===== src/rtl/semaforo_multi.sv =====
// Multi-channel traffic-light lamp driver: registered decode of per-channel codes,
// minimum-yellow interlock on GREEN->RED, and a shared yellow flash for the OFF code.
//
// state  | meaning
// RED    | red lamp on
// YELLOW | yellow lamp on (requested, or inserted while forced)
// GREEN  | green lamp on
// OFF    | dark, or flashing yellow when blink_en is set
module semaforo_multi #(
    parameter int CHANNELS   = 2,
    parameter int MIN_YELLOW = 3,
    parameter int BLINK_DIV  = 25_000_000
) (
    input  logic                  clk,
    input  logic                  rst_n,
    input  logic [2*CHANNELS-1:0] light,
    input  logic                  blink_en,
    output logic [CHANNELS-1:0]   red,
    output logic [CHANNELS-1:0]   yellow,
    output logic [CHANNELS-1:0]   green,
    output logic [CHANNELS-1:0]   forced
);

    localparam int TW = $clog2(MIN_YELLOW + 1);
    localparam int CW = $clog2(BLINK_DIV);

    typedef enum logic [1:0] {
        RED    = 2'b00,
        YELLOW = 2'b01,
        GREEN  = 2'b10,
        OFF    = 2'b11
    } disp_t;

    disp_t               disp_q  [CHANNELS];
    disp_t               disp_d  [CHANNELS];
    logic [TW-1:0]       timer_q [CHANNELS];
    logic [TW-1:0]       timer_d [CHANNELS];
    logic [CHANNELS-1:0] forced_q;
    logic [CHANNELS-1:0] forced_d;
    logic [CW-1:0]       cnt_q;
    logic                phase_q;
    logic                blink_q;

    always_ff @(posedge clk) begin
        if (!rst_n) begin
            for (int i = 0; i < CHANNELS; i++) begin
                disp_q[i]  <= RED;
                timer_q[i] <= '0;
            end
            forced_q <= '0;
            cnt_q    <= '0;
            phase_q  <= 1'b0;
            blink_q  <= 1'b0;
        end else begin
            for (int i = 0; i < CHANNELS; i++) begin
                disp_q[i]  <= disp_d[i];
                timer_q[i] <= timer_d[i];
            end
            forced_q <= forced_d;
            blink_q  <= blink_en;
            if (cnt_q == CW'(BLINK_DIV - 1)) begin
                cnt_q   <= '0;
                phase_q <= ~phase_q;
            end else begin
                cnt_q <= cnt_q + 1'b1;
            end
        end
    end

    always_comb begin
        forced_d = forced_q;
        for (int i = 0; i < CHANNELS; i++) begin
            disp_d[i]  = disp_q[i];
            timer_d[i] = timer_q[i];
            if (forced_q[i]) begin
                // Request is ignored until the inserted yellow has run its course.
                if (timer_q[i] != '0) begin
                    timer_d[i] = timer_q[i] - 1'b1;
                end else begin
                    forced_d[i] = 1'b0;
                    disp_d[i]   = disp_t'(light[2*i +: 2]);
                end
            end else if (disp_q[i] == GREEN && disp_t'(light[2*i +: 2]) == RED) begin
                disp_d[i]   = YELLOW;
                forced_d[i] = 1'b1;
                timer_d[i]  = TW'(MIN_YELLOW - 1);
            end else begin
                disp_d[i] = disp_t'(light[2*i +: 2]);
            end
        end
    end

    always_comb begin
        red    = '0;
        yellow = '0;
        green  = '0;
        for (int i = 0; i < CHANNELS; i++) begin
            red[i]    = (disp_q[i] == RED);
            green[i]  = (disp_q[i] == GREEN);
            yellow[i] = (disp_q[i] == YELLOW) || (disp_q[i] == OFF && blink_q && phase_q);
        end
    end

    assign forced = forced_q;

endmodule


===== config.mk =====
export PLATFORM = sky130hd
export DESIGN_NAME = semaforo_multi
export DESIGN_NICKNAME = d
export VERILOG_FILES = /design/src/rtl/semaforo_multi.sv
export SDC_FILE = /design/constraint.sdc
export NUM_CORES = 1
export LEC_CHECK = 0
export CAP_MARGIN = 5
export CORE_AREA = 2 2 73 75
export CTS_CLUSTER_DIAMETER = 150
export DETAILED_ROUTE_END_ITERATION = 16
export DIE_AREA = 0 0 75 77
export RECOVER_POWER = 100
export SYNTH_ARGS = -nofsm -noshare
export SYNTH_HDL_FRONTEND = slang
export SYNTH_SLANG_ARGS = --single-unit

===== constraint.sdc =====
create_clock -name clk -period 2.55 [get_ports clk]
set_input_delay 0.51 -clock clk [delete_from_list [all_inputs] [get_ports clk]]
set_output_delay 0.51 -clock clk [all_outputs]
set_load 0.05 [all_outputs]

==> impl_metrics.toml, run 1 <==
[grt]
grtUsageTotal_pct = 12.5
grt-busiest-layer = "met2"
met1_usage_pct = 15.7
grt.met3_usage_pct = 4.34
grt-ovfl-total = 0
grt_pass1_wl_mm = 5.58
first_global_vias = 1228
antenna_found_initial = 0
grt_max_degree = 18
grt_use_met2_pct = 19.0

[clock_network]
clk_latency_ps = 290
cts_sinks = 37
cts-htree-levels = 2
cts_tree = "built"
ctsResizeCount = 0
path_clk_slew_ps = 70
cts_setup_buffers = 0
cts_buffer_depth = 2
cts_buffers = 5
clockRootBuffer = "clkbuf_8"
cts_hold_buf = 0

[pwr]
switching_share_pct = 20.9
internal_power_mw = 1.01
peakVddDrop_mv = 0.194
p_switching_mw = 0.265
power.leakage_nw = 0.698
combPwrFrac_pct = 6.2
p_per_area_nw_per_um2 = 632
power_frac_seq_pct = 46.9
clkPwrFrac_pct = 47.0
total_power_mw = 1.27

[floorplanning]
start_util_pct = 34.2
die_w_um = 75
die_y_um = 77
dieArea_um2 = 5780
pin_count = 15
row_count = 26
core_area_um2 = 4980

[job]
drv_cap = 0

[synth]
ys_ff_latch = 37
synth_fp_nets = 197
yosys_warnings = 0
yosysUniqueCellTypes = 34
syn_area_um2 = 1700
netlist_instances = 187
synth_area_per_cell_um2 = 9.09
seq_area_frac_synth_pct = 43.6

[timing]
finalCriticalPeriod_ps = 2270
max_clock_freq_mhz = 440
setup_tns_ps = 0
fin_worst_skew_ps = 4.65
worst_pin_slew_ps = 507
fin_hold_ws_ps = 444
slew_headroom_pct = 66.1
hold_viol = 0
setup_viol = 0
rsz0062_at_grt = "false"
min_period_over_period_pct = 89.1
slew_violations = 0

[final_layout]
final_util_pct = 40.4
fillers = 522
multiInputGateArea_um2 = 870
antenna_cells = 0
syn_to_final_growth_pct = 18.2
seqCellArea_um2 = 741
design_area_um2 = 2010
nets = 213
drive_gt1_share_pct = 8.33

[placed_design]
io_buffer_count = 14
globalplace.congestion = 0.735
hpwl_mm = 2.17
placed_cell_area_um2 = 1890

[drt]
vias_per_cell = 4.97
routed-via-count = 1363
drt_pre_antenna_iters = 4
totalWireLength_mm = 3.19
dr.first_iter.drc_count = 50
drc_errors = 0
avgRoutedWirePerCell_um = 11.6
ant_nets = 0

[critical_path]
cp-start-kind = "flop"
crit_fanout = 3
slowest_delay_ps = 890
slowest_stage = "dlygate4sd3_1"
worstSetupPathType = "reg -> out"
crit_arrival_ps = 1760
critPathCaptureType = "output pin"
crit_chain = "nand2_1 > a21boi_0 > dlygate4sd3_1"
required_ps = 2040

[min_path]
hold_path.class = "reg -> reg"

[status]
status = "complete, no violations"
area by class of cell:
type	instances	area share, %
Multi-Input combinational cell	135	43.2
Sequential cell	37	36.8
Timing Repair Buffer	16	7.41
Tap cell	70	4.36
Clock buffer	5	3.42
Clock inverter	3	3.24
Inverter	8	1.49
flip-flops by register name (all words and copies together) (netlist names):
name     cells
cnt_q       25
phase_q      1
disp_q       4
blink_q      1
forced       2
timer_q      4
per-layer routing:
metal / up-vias / wire [um]
met5: - / 0
met4: 0 / 68
met3: 6 / 170
met2: 26 / 1440
met1: 617 / 1520
li1: 714 / -
cells in the mapped netlist, drive strengths merged:
cell type / n / share of area, %
or4: 7 / 3.1
ha: 3 / 2.2
nor2: 20 / 4.4
a21boi: 2 / 0.88
nand2b: 2 / 0.74
o221a: 2 / 1.3
or3: 7 / 2.6
or4b: 2 / 1.2
buf: 6 / 2.9
dfxtp: 37 / 44
clkbuf: 1 / 0.22
a21oi: 14 / 4.1
xnor2: 2 / 1.0
o31ai: 7 / 3.1
and3: 2 / 0.74
a311oi: 2 / 1.0
nand2: 9 / 2.0
nor4b: 1 / 0.52
mux2i: 2 / 1.2
nand4: 11 / 4.9
inv: 8 / 1.8
nor4: 1 / 0.37
mux2: 2 / 1.3
and4: 5 / 2.6
o21ai: 10 / 3.4
and2: 5 / 1.9
nor2b: 3 / 1.1
xor2: 8 / 4.1
nand3: 6 / 1.8
critical path, delay by kind of cell (launching register included):
kind / cells / cell delay [ps]
buffers and inverters: 1 / 890
DFF: 1 / 350
AOI/OAI and AO/OA: 1 / 160
and+or+nand+nor: 1 / 70
logic make-up after synthesis:
family / share of synthesized area [%]
adders and majority gates: 2.21
and+or+nand+nor: 27.9
buffers and inverters: 4.86
AOI/OAI and AO/OA: 13.8
DFF: 43.6
xor gates and xnor gates: 5.15
muxes: 2.50
stage by stage:
| step | worst slack (ps) | cells |
|---|---|---|
| 2_1_floorplan | 530 | 187 |
| 3_3_place_gp | 409 | 266 |
| 3_5_place_dp | 362 | 266 |
| 4_1_cts | 318 | 274 |
| 5_1_grt | 126 | 274 |
| 6_report | 277 | 274 |
path summary, 6_finish.rpt:
check / depth (start not counted) / to / start / slack, ps
worst max-delay path: 3 / yellow[1] / phase_q / 280
worst min-delay path: 1 / cnt_q[0] / cnt_q[0] / 440
worst max register to register: 5 / cnt_q[8] / cnt_q[2] / 670
worst min register to register: 1 / cnt_q[0] / cnt_q[0] / 440
power groups by stage:
stage	combinational [mW]	sequential, mW	clock (mW)
global route	0.0871	0.597	0.639
global placement	0.0839	0.609	0
floorplan	0.0509	0.609	0
CTS	0.0846	0.596	0.615
detailed placement	0.0842	0.609	0
finish	0.0782	0.595	0.597
placed cells by master, fill, tap and decap left out, types with 7 or more instances in the layout:
cell | netlist | layout
xor2_1 | 8 | 8
inv_1 | 8 | 8
dlygate4sd3_1 | 0 | 11
nand2_1 | 9 | 9
nor2_1 | 20 | 20
or3_1 | 7 | 7
nand4_1 | 10 | 10
a21oi_1 | 14 | 14
or4_1 | 7 | 7
dfxtp_1 | 37 | 37
o31ai_1 | 7 | 7
o21ai_0 | 7 | 10
Power figures use the tool's default switching activity.
==> run 2, diff against run 1 <==
==> constraint.sdc (replaced) <==
create_clock -name clk -period 2.55 [get_ports clk]
set_input_delay 0.255 -clock clk [delete_from_list [all_inputs] [get_ports clk]]
set_output_delay 0.255 -clock clk [all_outputs]
set_load 0.05 [all_outputs]
==> run 2 against run 1 <==
Against the previous run:
- non-clock buffer count did not move
- largest cell class unchanged
- clock power grew 1%
- register-to-register slack worse by 30 ps
- combinational power rose by 1%
- hold slack improved by 1.2 ps
- critical path type unchanged
- sequential cell count unchanged
- sequential power about the same
- highest routed layer unchanged
- critical endpoint is now yellow[0]
==> impl_metrics.toml, run 2 (same netlist as run 1, synthesis figures left out) <==
[critical_path]
cp-start-kind = "flop"
reg2regPathDepth = 5
worstSetupPathType = "reg -> out"
critPathCaptureType = "output pin"
r2r_setup_slack_ps = 640
crit_fanout = 3
required_ps = 2300
worstReg2RegEnd = "cnt_q[5]"
crit_arrival_ps = 1760
timing.rr.start = "cnt_q[2]"

[grt]
grt-ovfl-total = 0
grt_max_degree = 18
grt_pass1_wl_mm = 5.71
antenna_found_initial = 0
first_global_vias = 1316
grtUsageTotal_pct = 12.8

[final_layout]
final_cell_mix = "37 x dfxtp_1, 20 x nor2_1, 14 x a21oi_1, 10 x nand4_1, 10 x o21ai_0"
layout_commonest_cell = "dfxtp_1"
largestRegisters = "cnt_q (25), disp_q (4), timer_q (4)"
syn_to_final_growth_pct = 18.2
nets = 213
largest-register = "cnt_q"
antenna_cells = 0
drive_gt1_share_pct = 8.33
largest_reg_flops = 25

[min_path]
hold_end = "cnt_q[0]"
hold_start = "cnt_q[0]"
hold_path.class = "reg -> reg"
whs_path_depth = 1

[timing]
min_period_over_period_pct = 79.1
setup_tns_ps = 0
hold_viol = 0
slew_violations = 0
rsz0062_at_grt = "false"
slew_headroom_pct = 66.5
fin_worst_skew_ps = 10.5
setup_viol = 0
fin_hold_ws_ps = 446
finalCriticalPeriod_ps = 2020
worst_pin_slew_ps = 501
max_clock_freq_mhz = 496

[placed_design]
io_buffer_count = 14
globalplace.congestion = 0.735
hpwl_mm = 2.22

[floorplanning]
dieArea_um2 = 5780
pin_count = 15
start_util_pct = 34.2
core_area_um2 = 4980
row_count = 26
die_y_um = 77
die_w_um = 75

[clock_network]
cts_hold_buf = 0
clk_latency_ps = 290
ctsResizeCount = 0
cts_buffers = 5
cts_sinks = 37
cts_tree = "built"
cts_setup_buffers = 0
clockRootBuffer = "clkbuf_8"
cts-htree-levels = 2
cts_buffer_depth = 2
path_clk_slew_ps = 70

[drt]
dr.first_iter.drc_count = 32
routed-via-count = 1389
totalWireLength_mm = 3.33
avgRoutedWirePerCell_um = 12.2
vias_per_cell = 5.07
drc_errors = 0
ant_nets = 0
drt_pre_antenna_iters = 4

[pwr]
p_per_area_nw_per_um2 = 635
internal_power_mw = 1.01
power.leakage_nw = 0.698
clkPwrFrac_pct = 47.2
switching_share_pct = 21.2
combPwrFrac_pct = 6.2
peakVddDrop_mv = 0.233
power_frac_seq_pct = 46.6
p_switching_mw = 0.271

[job]
drv_cap = 0

[status]
status = "complete, no violations"
-- run 2: changes by cell type in the layout (fill, tap and decap cells not counted) --
| cell | previous run | this run |
|---|---|---|
| dlygate4sd3_1 | 11 | 9 |
| clkdlybuf4s50_1 | 3 | 5 |
-- run 2: critical path, cell delays in order, from the launching register on --
cell and delay, ps:
dfxtp_1 350, nand2_1 70, a21boi_0 160, dlygate4sd3_1 890
-- run 2: final cells by class --
| class | count | area, um2 |
|---|---|---|
| inverters | 8 | 30.0 |
| well taps | 70 | 87.6 |
| clock buffers | 5 | 68.8 |
| flip-flops and latches | 37 | 741 |
| clock inverters | 3 | 65.1 |
| multi-input cells | 135 | 870 |
| repair buffers | 16 | 149 |
| fillers | 522 | 2970 |
-- run 2: per-stage QoR --
step	utilization [%]	worst slack [ps]	cells	power [mW]	area (um2)
after floorplan	-	785	187	0.660	1700
after global placement	38.0	664	266	0.693	1890
after detailed placement	38.0	614	266	0.694	1890
after CTS	40.7	566	274	1.30	2020
after global routing	40.4	422	274	1.32	2010
final	40.4	534	274	1.28	2010
-- run 2: worst max path at each step --
stage,end,cells after the start,startpoint,slack [ps]
detailed placement,timer_q[0][1],5,light[1],610
finish,yellow[0],3,phase_q,530
floorplan,yellow[0],1,disp_q[0][0],780
CTS,yellow[0],3,phase_q,570
global placement,timer_q[0][3],5,light[3],660
global route,yellow[0],3,phase_q,420
-- run 2: per-layer routing --
| metal | GRT usage, % | share of wire (%) | vias to the layer above |
|---|---|---|---|
| met5 | 0 | 0 | - |
| met4 | 6.43 | 2.1 | 0 |
| met3 | 4.07 | 3.8 | 6 |
| met2 | 20.5 | 48 | 21 |
| met1 | 15.0 | 46 | 649 |
| li1 | - | - | 713 |
-- run 2: power groups by stage --
| stage | Sequential [mW] | Clock (mW) | Combinational, mW |
|---|---|---|---|
| 2_1_floorplan | 0.609 | 0 | 0.0509 |
| 3_3_place_gp | 0.609 | 0 | 0.0840 |
| 3_5_place_dp | 0.609 | 0 | 0.0845 |
| 4_1_cts | 0.596 | 0.616 | 0.0848 |
| 5_1_grt | 0.598 | 0.641 | 0.0865 |
| 6_report | 0.596 | 0.603 | 0.0791 |
==> run 3, diff against run 2 <==
clock period = 1.8 ns   (was 2.55 ns; I/O delays follow)
==> run 3 against run 2 <==
Against the previous run:
- largest power group is now registers
- clock power rose by 40%
- clock-buffer cell count did not move
- register-to-register slack got worse by 520 ps
- non-clock buffer count rose by 8
- cell area rose by 2.2%
- worst setup slack got worse by 450 ps
- critical path depth fell by 2
- critical endpoint is now forced[1]
==> impl_metrics.toml, run 3 (same netlist as run 1, synthesis figures left out) <==
[grt]
first_global_vias = 1253
grt_max_degree = 18
met1_usage_pct = 16.3
grt_use_met2_pct = 19.1
antenna_found_initial = 0
grt-busiest-layer = "met2"
grtUsageTotal_pct = 12.6
grt-ovfl-total = 0
grt_pass1_wl_mm = 5.60
grt.met3_usage_pct = 3.94

[final_layout]
largest-register = "cnt_q"
syn_to_final_growth_pct = 20.9
nets = 221
design_area_um2 = 2060
largest_reg_flops = 25
layout_commonest_cell = "dfxtp_1"
antenna_cells = 0
largestRegisters = "cnt_q (25), disp_q (4), timer_q (4)"
final_cell_mix = "37 x dfxtp_1, 20 x nor2_1, 14 x a21oi_1, 10 x nand4_1, 9 x clkdlybuf4s50_1"
drive_gt1_share_pct = 13.2

[placed_design]
io_buffer_count = 14
hpwl_mm = 2.23
dp_slack_ps = -8.27
globalplace.congestion = 0.724
placed_cell_area_um2 = 1940

[clock_network]
clockRootBuffer = "clkbuf_8"
cts_setup_buffers = 0
cts_sinks = 37
cts_tree = "built"
cts_buffer_depth = 2
cts_buffers = 5
cts-htree-levels = 2
clk_latency_ps = 290
path_clk_slew_ps = 80

[critical_path]
crit_arrival_ps = 1530
slowest_delay_ps = 830
slowest_stage = "clkdlybuf4s50_1"
crit_fanout = 4
cp.buffers_inverters = 1
crit_chain = "clkdlybuf4s50_1"
path_delay_family = "buffers and inverters"
worstSetupPathType = "reg -> out"
r2r_setup_slack_ps = 120
required_ps = 1620
critPathCaptureType = "output pin"
cp-start-kind = "flop"

[timing]
slew_violations = 0
worst_pin_slew_ps = 598
min_period_over_period_pct = 95.1
setup_tns_ps = 0
slew_headroom_pct = 60.3
hold_viol = 0
max_clock_freq_mhz = 584
setup_viol = 0
fin_worst_skew_ps = 7.41
finalCriticalPeriod_ps = 1710
worst_slack_ps = 87.8
rsz0062_at_grt = "false"

[pwr]
peakVddDrop_mv = 0.300
power.leakage_nw = 0.717
p_per_area_nw_per_um2 = 876

[floorplanning]
die_w_um = 75
row_count = 26
start_util_pct = 34.2
pin_count = 15
die_y_um = 77
dieArea_um2 = 5780
core_area_um2 = 4980

[min_path]
hold_path.class = "reg -> reg"

[drt]
vias_per_cell = 4.82
totalWireLength_mm = 3.20
dr.first_iter.drc_count = 50
drt_pre_antenna_iters = 2
avgRoutedWirePerCell_um = 11.3
ant_nets = 0
routed-via-count = 1359
drc_errors = 0

[job]
drv_cap = 0

[status]
status = "complete, no violations"
[run 3: cell types whose count changed in the layout (fill, tap and decap cells not counted), moves of 2 or more]
cell and change:
buf_4 +7, o21ai_0 -3, clkbuf_1 +4, dlygate4sd3_1 -8, o21ai_1 +2, clkdlybuf4s50_1 +4
clkbuf_4 +2
[run 3: final timing paths]
check,startpoint,end,depth (start not counted)
setup / recovery,forced[1],forced[1],1
hold / removal,cnt_q[0],cnt_q[0],1
setup reg to reg,cnt_q[7],cnt_q[24],4
hold reg to reg,cnt_q[0],cnt_q[0],1
[run 3: layer usage]
metal | vias up | wire [um] | share of wire (%)
li1 | 729 | - | -
met1 | 605 | 1620 | 51
met2 | 19 | 1380 | 43
met3 | 6 | 117 | 3.7
met4 | 0 | 69 | 2.2
met5 | - | 0 | 0
[run 3: per-stage QoR]
step	power (mW)	util [%]	hold WS (ps)	instances
3_3_place_gp	0.985	39.0	424	274
4_1_cts	1.83	41.7	450	282
2_1_floorplan	0.935	-	302	187
3_5_place_dp	0.986	39.0	438	274
6_report	1.80	41.3	441	282
5_1_grt	1.88	41.3	461	282
[run 3: area by class of cell]
cell class / instances / area, um2
Tap cell: 70 / 87.6
Fill cell: 501 / 2920
Timing Repair Buffer: 24 / 186
Clock buffer: 5 / 68.8
Multi-Input combinational cell: 135 / 877
Clock inverter: 3 / 65.1
Sequential cell: 37 / 741
Inverter: 8 / 30.0
[run 3: power breakdown]
part | leakage [nW] | internal, mW | switching, mW
Clock | 0.0681 | 0.550 | 0.291
Combinational | 0.348 | 0.0449 | 0.0719
Sequential | 0.300 | 0.832 | 0.0101
Total | 0.717 | 1.43 | 0.373
[run 3: timing repair]
| action | CTS | global route |
|---|---|---|
| hold buffers | 0 | 0 |
| resized for setup | 0 | 2 |
| endpoints found under the setup margin | 0 | 18 |
